$ cat config.mk
export PLATFORM = sky130hd
export DESIGN_NAME = fifo_rd_stream
export DESIGN_NICKNAME = d
export VERILOG_FILES = /design/src/rtl/fifo_pkg.sv /design/src/rtl/fifo_rd_skid.sv /design/src/rtl/fifo_rd_stream.sv
export SDC_FILE = /design/constraint.sdc
export NUM_CORES = 1
export LEC_CHECK = 0
export CORE_MARGIN = 8
export CORE_UTILIZATION = 54
export CTS_CLUSTER_SIZE = 24
export DETAILED_ROUTE_END_ITERATION = 8
export GPL_TIMING_DRIVEN = 0
export PLACE_DENSITY = 0.85
export SLEW_MARGIN = 20
export SYNTH_ARGS = -nofsm -noshare
export SYNTH_HDL_FRONTEND = slang
export SYNTH_SLANG_ARGS = --single-unit
$ cat constraint.sdc
create_clock -name clk_i -period 2.65 [get_ports clk_i]
set_input_delay 0.6625 -clock clk_i [delete_from_list [all_inputs] [get_ports clk_i]]
set_output_delay 0.6625 -clock clk_i [all_outputs]
set_load 0.1 [all_outputs]
$ cat src/rtl/fifo_pkg.sv
// -----------------------------------------------------------------------------
// fifo_pkg
// Shared definitions for the FIFO read-side stream adapter:
//   FIFO_RD_LATENCY    - read-port latency of the core FIFO (cycles)
//   FIFO_RD_SKID_DEPTH - number of local skid entries behind the read port
//   occ_t              - occupancy count type (0..2)
//   ptr_inc            - wrap-around increment for a 1-bit entry pointer
// -----------------------------------------------------------------------------
package fifo_pkg;

    localparam int FIFO_RD_LATENCY    = 1;
    localparam int FIFO_RD_SKID_DEPTH = 2;

    typedef logic [1:0] occ_t;

    // With two entries the pointer simply toggles; 1 wraps to 0.
    function automatic logic ptr_inc(input logic ptr);
        return ~ptr;
    endfunction

endpackage

$ cat src/rtl/fifo_rd_skid.sv
// -----------------------------------------------------------------------------
// fifo_rd_skid
// Two-entry skid storage with head/tail pointers and an occupancy count.
//   clk_i        in   clock, rising edge
//   rst_n_i      in   asynchronous active-low reset
//   clear_i      in   synchronous clear of pointers and count (wins over push/pop)
//   push_i       in   write push_data_i at tail
//   push_data_i  in   WIDTH write data
//   pop_i        in   advance head
//   head_data_o  out  WIDTH entry at head
//   count_o      out  number of valid entries (0..2)
// The caller guarantees no push when full and no pop when empty.
// -----------------------------------------------------------------------------
module fifo_rd_skid
    import fifo_pkg::*;
#(
    parameter int WIDTH = 32
) (
    input  logic             clk_i,
    input  logic             rst_n_i,
    input  logic             clear_i,
    input  logic             push_i,
    input  logic [WIDTH-1:0] push_data_i,
    input  logic             pop_i,
    output logic [WIDTH-1:0] head_data_o,
    output logic [1:0]       count_o
);

    logic [WIDTH-1:0] mem_q [FIFO_RD_SKID_DEPTH];
    logic             head_q;
    logic             tail_q;
    occ_t             count_q;

    always_ff @(posedge clk_i or negedge rst_n_i) begin
        if (!rst_n_i) begin
            head_q  <= 1'b0;
            tail_q  <= 1'b0;
            count_q <= '0;
            for (int i = 0; i < FIFO_RD_SKID_DEPTH; i++) begin
                mem_q[i] <= '0;
            end
        end else if (clear_i) begin
            // Entry contents are left alone; only the bookkeeping is discarded.
            head_q  <= 1'b0;
            tail_q  <= 1'b0;
            count_q <= '0;
        end else begin
            if (push_i) begin
                mem_q[tail_q] <= push_data_i;
                tail_q        <= ptr_inc(tail_q);
            end
            if (pop_i) begin
                head_q <= ptr_inc(head_q);
            end
            count_q <= count_q + {1'b0, push_i} - {1'b0, pop_i};
        end
    end

    assign head_data_o = mem_q[head_q];
    assign count_o     = count_q;

endmodule

$ cat src/rtl/fifo_rd_stream.sv
// -----------------------------------------------------------------------------
// fifo_rd_stream
// Turns the 1-cycle-latency read port of the core FIFO into a valid/ready
// stream master backed by a 2-entry skid buffer; sustains one word per cycle.
//   clk_i         in   clock, rising edge
//   rst_n_i       in   asynchronous active-low reset
//   fifo_rdata_i  in   WIDTH FIFO read data, valid the cycle after an accepted read
//   fifo_empty_i  in   FIFO empty flag
//   fifo_rd_en_o  out  FIFO read request
//   flush_i       in   discard buffered and in-flight words (FIFO untouched)
//   m_valid_o     out  stream valid
//   m_data_o      out  WIDTH stream data (head of skid buffer)
//   m_ready_i     in   consumer ready
// Build option FIFO_RD_STREAM_BYPASS_EN: when the buffer is empty the arriving
// word is presented on the stream in its arrival cycle, cutting latency by one.
// -----------------------------------------------------------------------------
module fifo_rd_stream
    import fifo_pkg::*;
#(
    parameter int WIDTH     = 32,
    parameter int BUF_DEPTH = 2
) (
    input  logic             clk_i,
    input  logic             rst_n_i,
    input  logic [WIDTH-1:0] fifo_rdata_i,
    input  logic             fifo_empty_i,
    output logic             fifo_rd_en_o,
    input  logic             flush_i,
    output logic             m_valid_o,
    output logic [WIDTH-1:0] m_data_o,
    input  logic             m_ready_i
);

    generate
        if (BUF_DEPTH != FIFO_RD_SKID_DEPTH) begin : g_depth_check
            $error("fifo_rd_stream: BUF_DEPTH must be 2");
        end
        if (FIFO_RD_LATENCY != 1) begin : g_latency_check
            $error("fifo_rd_stream: only a 1-cycle FIFO read latency is supported");
        end
    endgenerate

    logic             inflight_q;
    occ_t             buf_cnt;
    occ_t             occ;
    logic             m_fire;
    logic             arrival;
    logic             push;
    logic             pop;
    logic             buf_empty;
    logic [WIDTH-1:0] head_data;

    // Words already owned by this block: buffered plus the one on its way.
    assign occ       = buf_cnt + {1'b0, inflight_q};
    assign buf_empty = (buf_cnt == 2'd0);
    assign m_fire    = m_valid_o & m_ready_i;

    // m_ready_i reaches fifo_rd_en_o combinationally: when full, a pop this
    // cycle frees the slot the new word will need two edges from now.
    assign fifo_rd_en_o = ~fifo_empty_i & ~flush_i &
                          ((occ < 2'd2) | ((occ == 2'd2) & m_fire));

    assign arrival = inflight_q & ~flush_i;

`ifdef FIFO_RD_STREAM_BYPASS_EN
    logic bypass;

    assign bypass    = buf_empty & inflight_q;
    assign m_valid_o = ~buf_empty | inflight_q;
    assign m_data_o  = bypass ? fifo_rdata_i : head_data;
    // A bypassed word consumed in its arrival cycle never touches the buffer.
    assign push      = arrival & ~(bypass & m_ready_i);
    assign pop       = m_fire & ~buf_empty;
`else
    assign m_valid_o = ~buf_empty;
    assign m_data_o  = head_data;
    assign push      = arrival;
    assign pop       = m_fire;
`endif

    always_ff @(posedge clk_i or negedge rst_n_i) begin
        if (!rst_n_i) begin
            inflight_q <= 1'b0;
        end else begin
            // fifo_rd_en_o is already forced low during a flush.
            inflight_q <= fifo_rd_en_o;
        end
    end

    fifo_rd_skid #(
        .WIDTH (WIDTH)
    ) u_skid (
        .clk_i       (clk_i),
        .rst_n_i     (rst_n_i),
        .clear_i     (flush_i),
        .push_i      (push),
        .push_data_i (fifo_rdata_i),
        .pop_i       (pop),
        .head_data_o (head_data),
        .count_o     (buf_cnt)
    );

endmodule

==> metrics.txt, run 1 <==
Initial Util=0.559; startpoint types=flop; CTS tree=done; unrepaired setup endpoints after global routing=no; Seq cells post-synth=69; slew margin rel.=0.360; minimum setup slack after placement=-0.645 ns; wire length after detailed routing=about 6000 um; count of buffers from port buffering=69; Final Net Count=approximately 320; final period demand of the worst path=~2.6 ns; launch point of the worst reg-to-reg path=inflight_q; Placed Cells=340; path class of the lowest-slack min-delay path=primary input to asynchronous set/reset pin; Fmax achieved=0.390 GHz; fraction of layout cells with a size suffix above 1=0.544; Sinks on Clock Net=69; final slew viol count=0; via count=1,845; proportion of synthesized area in mux cells=0.355; average wire per standard cell=approximately 17 um; register clock-pin slew on the reported worst setup and hold paths=0.06 ns; antenna-violating nets left=0; cell accounting for the most synthesized area=dfrtp_1; detailed-routing iteration count for the pre-antenna-repair pass=4; placer's final routability congestion estimate=0.678; final critical-path share of the clock period=0.966; Detailed Route Iter0 Violations=53; number of enable flip-flop cells after synthesis=0; count of unique library cells instantiated by Yosys=19; vias in the first global route=between 2,000 and 2,500; Yosys warning total=0; post-detailed-route via-to-cell ratio=5.20; largest net degree at the start of global routing=37; full die area=8380 sq um; Post-Synthesis Net Count=between 200 and 250; compound-gate portion of the synthesized area=0.00528; Inserted Clock Buffers=9; number of standard cells in the layout, taps in and fillers out=355; Post-CTS Setup Repair Bufs=0; top flip-flop cell by instance count after synthesis=dfrtp_1; hold bufs inserted after CTS=0; Synth Area in Adders=0.0122; clock latency reported for the late side of the worst-skew pair=0.33 ns; fraction of registers with async set or reset after synthesis=1.00; Overflow after GRT=0; number of levels in the clock H-tree=3; average instance area after synthesis=15.6 sq um; initial antenna violation count=0; core region area=roughly 5500 sq um; top area cells in the synthesized netlist=dfrtp_1 (56%), mux2_2 (34%), mux2_1 (1.5%); fraction of the core area covered by cells at the end of the flow=0.711; finished layout cell area=3920 sq um; I/O pins=71; final hold violation count=0; slack of the worst reg-to-reg path=1.07 ns; first-pass GRT wire length=10,400 um; cell at the root of the clock tree=clkbuf_8; DRC=0; portion of synthesized cell area occupied by the leading cell type=0.561; type of the worst setup path=flop to output port; share of synthesized area occupied by flip-flops and latches=0.561; largest family of logic cells by synthesized area=multiplexers; fraction of the mapped netlist area in simple logic gates=0.0272; final antenna diode count=0; required arrival time at the worst endpoint=1.99 ns; HPWL Detailed=4340 um; Netlist Area Pre-Place=3080 sq um; Overall Global Routing Usage=0.155; worst setup margin=between 0.08 and 0.09 ns; die span in y=91.5 um; width of the die=91.5 um; placed inst area=~3900 sq um; final setup vio count=0; Area Growth Syn to Fin=27.1%; max_cap viols=0; capture instance of the worst register-to-register path=u_skid.mem_q[61]; number of cells on the worst reg-to-reg path=3; Crit. End Element=output port; arrival time at the worst endpoint=approximately 1.9 ns; number of rows in the core area=27; critical path peak fanout=10; number of buffers between clock root and the deepest sink=2; outcome=finished, final reports clean; transition time of the tightest slew-check pin=0.963 ns; Clock Skews=roughly 0.0056 ns; synthesized netlist cell count=198; share of the synthesized netlist area taken by xor and xnor gates=0.0130
[cell usage in the layout (no fill, tap or decap)]
cell type,Yosys,routed
clkbuf_4,0,3
nor3_1,1,1
xnor3_1,1,1
buf_4,1,2
inv_1,2,2
dfrtp_1,69,69
clkbuf_8,0,12
mux2_2,93,93
nor3b_4,1,1
nor2_1,4,4
nor2b_1,3,3
o21a_1,1,1
or2_2,1,1
clkdlybuf4s50_1,0,34
nand3b_4,1,1
a22o_1,1,1
mux2_1,4,4
clkdlybuf4s15_2,0,3
clkinv_2,0,1
clkbuf_1,1,3
buf_12,0,1
dlygate4sd2_1,0,1
ha_1,3,3
xnor2_1,2,2
buf_6,3,3
buf_2,6,33
[worst max-delay path, cell delays in order, from the launching register on]
cell and delay [ns]:
dfrtp_1 0.32, clkbuf_1 0.26, buf_2 0.32, mux2_2 0.37
buf_2 0.29
[sequential cells by signal, summed over array words and instances, names as in the netlist]
name,flops
inflight_q,1
u_skid.head_q,1
u_skid.tail_q,1
u_skid.count_o,2
u_skid.mem_q,64
[stage by stage]
stage	TNS [ns]	hold WS, ns
2_1_floorplan	0	0.367
3_3_place_gp	-104.99	0.463
3_5_place_dp	-8.18	0.476
4_1_cts	0	0.286
5_1_grt	0	0.312
6_report	0	0.284
[worst max-delay path by stage]
stage | from | to
2_1_floorplan | flush_i | fifo_rd_en_o
3_3_place_gp | rst_n_i | u_skid.mem_q[62]
3_5_place_dp | m_ready_i | fifo_rd_en_o
4_1_cts | u_skid.head_q | m_data_o[12]
5_1_grt | u_skid.head_q | m_data_o[13]
6_report | u_skid.head_q | m_data_o[13]
[cell type report]
cell class	count	area (sq um)
well taps	72	90.1
flip-flops and latches	69	1730
clock inverters	1	5.00
multi-input cells	116	1270
clock buffers	14	173
plain buffers	11	80.1
fillers	392	1590
inverters	2	7.51
repair buffers	70	563
[metal layers]
layer,up-vias,part of all wire,global-route usage
li1,862,-,-
met1,920,0.45,0.193
met3,11,0.059,0.0469
met4,0,0.019,0.0696
met5,-,0,0
met2,52,0.48,0.241
[cells by family after synthesis]
logic type,after synthesis
mux,97
flops,69
buf+inv,13
simple gates,11
xor+xnor,3
fa+ha+maj,3
compound gates,2
[Yosys cell counts (all sizes together), types with 2 or more instances]
| cell | n |
|---|---|
| nor2 | 4 |
| buf | 10 |
| mux2 | 97 |
| ha | 3 |
| xnor2 | 2 |
| dfrtp | 69 |
| nor2b | 3 |
| inv | 2 |
[timing repair]
action	in CTS	in global routing
pin swaps	0	0
gates resized for setup	160	3
setup endpoints to repair	34	14
Power of run 1 is not shown: default switching activity piles up to over one toggle a cycle in this logic, so the estimate is an artifact.
==> run 2: changes to the inputs <==
- TNS_END_PERCENT: unset -> 50
==> run 2 against run 1 <==
  * Cell count stayed put
  * First-iteration DRC count is 17% lower
  * Routed wire length is 0.20% lower
  * Critical path type unchanged
  * Critical endpoint is now m_data_o[23]
  * Highest routed layer unchanged
==> metrics.txt, run 2 (synthesis gave the netlist of run 1 again) <==
outcome=finished, final reports clean; finished layout cell area=3900 sq um (-0.42%); hold bufs inserted after CTS=0 (unchanged); max FFs per register=64 (unchanged); cell-by-cell listing of the critical path=clkbuf_1 > mux2_2 > dlygate4sd2_1; final antenna diode count=0 (unchanged); placer's final routability congestion estimate=0.678 (unchanged); slew margin rel.=0.360 (about the same); cell at the root of the clock tree=clkbuf_8; Sinks on Clock Net=69 (unchanged); CTS tree=done; I/O pins=71 (unchanged); highest-count cells in the layout ignoring fill and taps=mux2_2 (93), dfrtp_1 (69), buf_2 (35); cell family contributing the most delay on the critical path=buffers and inverters; total stage count of the critical path=3 (-1); number of cells on the worst reg-to-reg path=3 (unchanged); register clock-pin slew on the reported worst setup and hold paths=0.06 ns (about the same); launch point of the worst reg-to-reg path=inflight_q; average wire per standard cell=16.8 um (-0.20%); fraction of layout cells with a size suffix above 1=0.537 (-0.00707); startpoint types=flop; HPWL Detailed=4340 um (unchanged); clock latency reported for the late side of the worst-skew pair=0.33 ns (about the same); max_cap viols=0 (unchanged); Post-CTS Setup Repair Bufs=0 (unchanged); wire length after detailed routing=5980 um (-0.20%); Fmax achieved=0.381 GHz (-2.4%); most common cell after layout, fill and taps aside=mux2_2; Detailed Route Iter0 Violations=44 (-17%); Final Net Count=319 (unchanged); post-detailed-route via-to-cell ratio=5.20 (unchanged); unrepaired setup endpoints after global routing=yes; Crit. End Element=output port; final worst hold slack=0.282 ns (-0.00171 ns); Buf/Inv on CP=2 (-1); antenna-violating nets left=0 (unchanged); final slew viol count=0 (unchanged); arrival time at the worst endpoint=1.96 ns (+0.06 ns); Overflow after GRT=0 (unchanged); first-pass GRT wire length=10,300 um (-0.85%); worst setup margin=0.0253 ns (-0.0638 ns); number of rows in the core area=27 (unchanged); final hold violation count=0 (unchanged); DRC=0 (unchanged); die span in y=91.5 um (unchanged); Overall Global Routing Usage=0.154 (-0.000845); timing startpoint of the critical path=u_skid.head_q; Area Growth Syn to Fin=26.6%; final setup vio count=0 (unchanged); capture instance of the worst register-to-register path=u_skid.mem_q[61]; register with the highest flop count=u_skid.mem_q; full die area=8380 sq um (unchanged); via count=1,845 (unchanged); Initial Util=0.559 (unchanged); number of levels in the clock H-tree=3 (unchanged); placed inst area=3880 sq um (unchanged); largest net degree at the start of global routing=37 (unchanged); final critical-path share of the clock period=0.990 (+0.0241); number of standard cells in the layout, taps in and fillers out=355 (unchanged); transition time of the tightest slew-check pin=0.963 ns (+0.00000167 ns); critical path peak fanout=7 (-3); vias in the first global route=2,099 (+0.14%); core region area=5510 sq um (unchanged); width of the die=91.5 um (unchanged); required arrival time at the worst endpoint=1.99 ns (about the same); slowest CP cell=dlygate4sd2_1; number of buffers between clock root and the deepest sink=2 (unchanged); Placed Cells=340 (unchanged); type of the worst setup path=flop to output port; path class of the lowest-slack min-delay path=primary input to asynchronous set/reset pin; initial antenna violation count=0 (unchanged); Inserted Clock Buffers=9 (unchanged); minimum setup slack after placement=-0.645 ns (unchanged); final period demand of the worst path=2.62 ns (+0.0638 ns); CP Capture Point=m_data_o[23]; Clock Skews=0.00437 ns (-0.00120 ns); count of buffers from port buffering=69 (unchanged); detailed-routing iteration count for the pre-antenna-repair pass=4 (unchanged); slowest stage delay, CP=0.85 ns (+0.48 ns); slack of the worst reg-to-reg path=1.07 ns (about the same)
-- run 2: worst min-delay path by stage --
stage,start,to,slack (ns),cells past startpoint
floorplan,rst_n_i,inflight_q,0.37,0
global placement,u_skid.mem_q[53],u_skid.mem_q[53],0.46,1
detailed placement,u_skid.mem_q[53],u_skid.mem_q[53],0.48,1
CTS,rst_n_i,u_skid.mem_q[10],0.29,1
global route,rst_n_i,u_skid.mem_q[7],0.31,1
finish,rst_n_i,u_skid.mem_q[7],0.28,1
-- run 2: per-stage QoR --
| step | utilization | TNS, ns |
|---|---|---|
| floorplan | - | 0 |
| global placement | 0.701 | -104.99 |
| detailed placement | 0.704 | -8.18 |
| CTS | 0.723 | -1.53 |
| global route | 0.708 | -0.208 |
| finish | 0.708 | 0 |
-- run 2: final cells by class --
cell class                      count  area (sq um)
Fill cell                         398          1610
Buffer                             11          75.1
Multi-Input combinational cell    116          1270
Timing Repair Buffer               70           552
Clock inverter                      1          5.00
Sequential cell                    69          1730
Clock buffer                       14           173
Tap cell                           72          90.1
Inverter                            2          7.51
-- run 2: metal layers --
metal	track usage	vias up	part of all wire	routed length, um
met3	0.0494	11	0.065	390
met2	0.241	50	0.48	2860
met4	0.0696	0	0.018	110
met5	0	-	0	0
li1	-	863	-	-
met1	0.189	921	0.44	2620
-- run 2: repair_timing --
item,in CTS,in global routing
setup endpoints to repair,34,30
cloned,0,0
gates resized for setup,128,29
Power of run 2 is left out for the same reason.
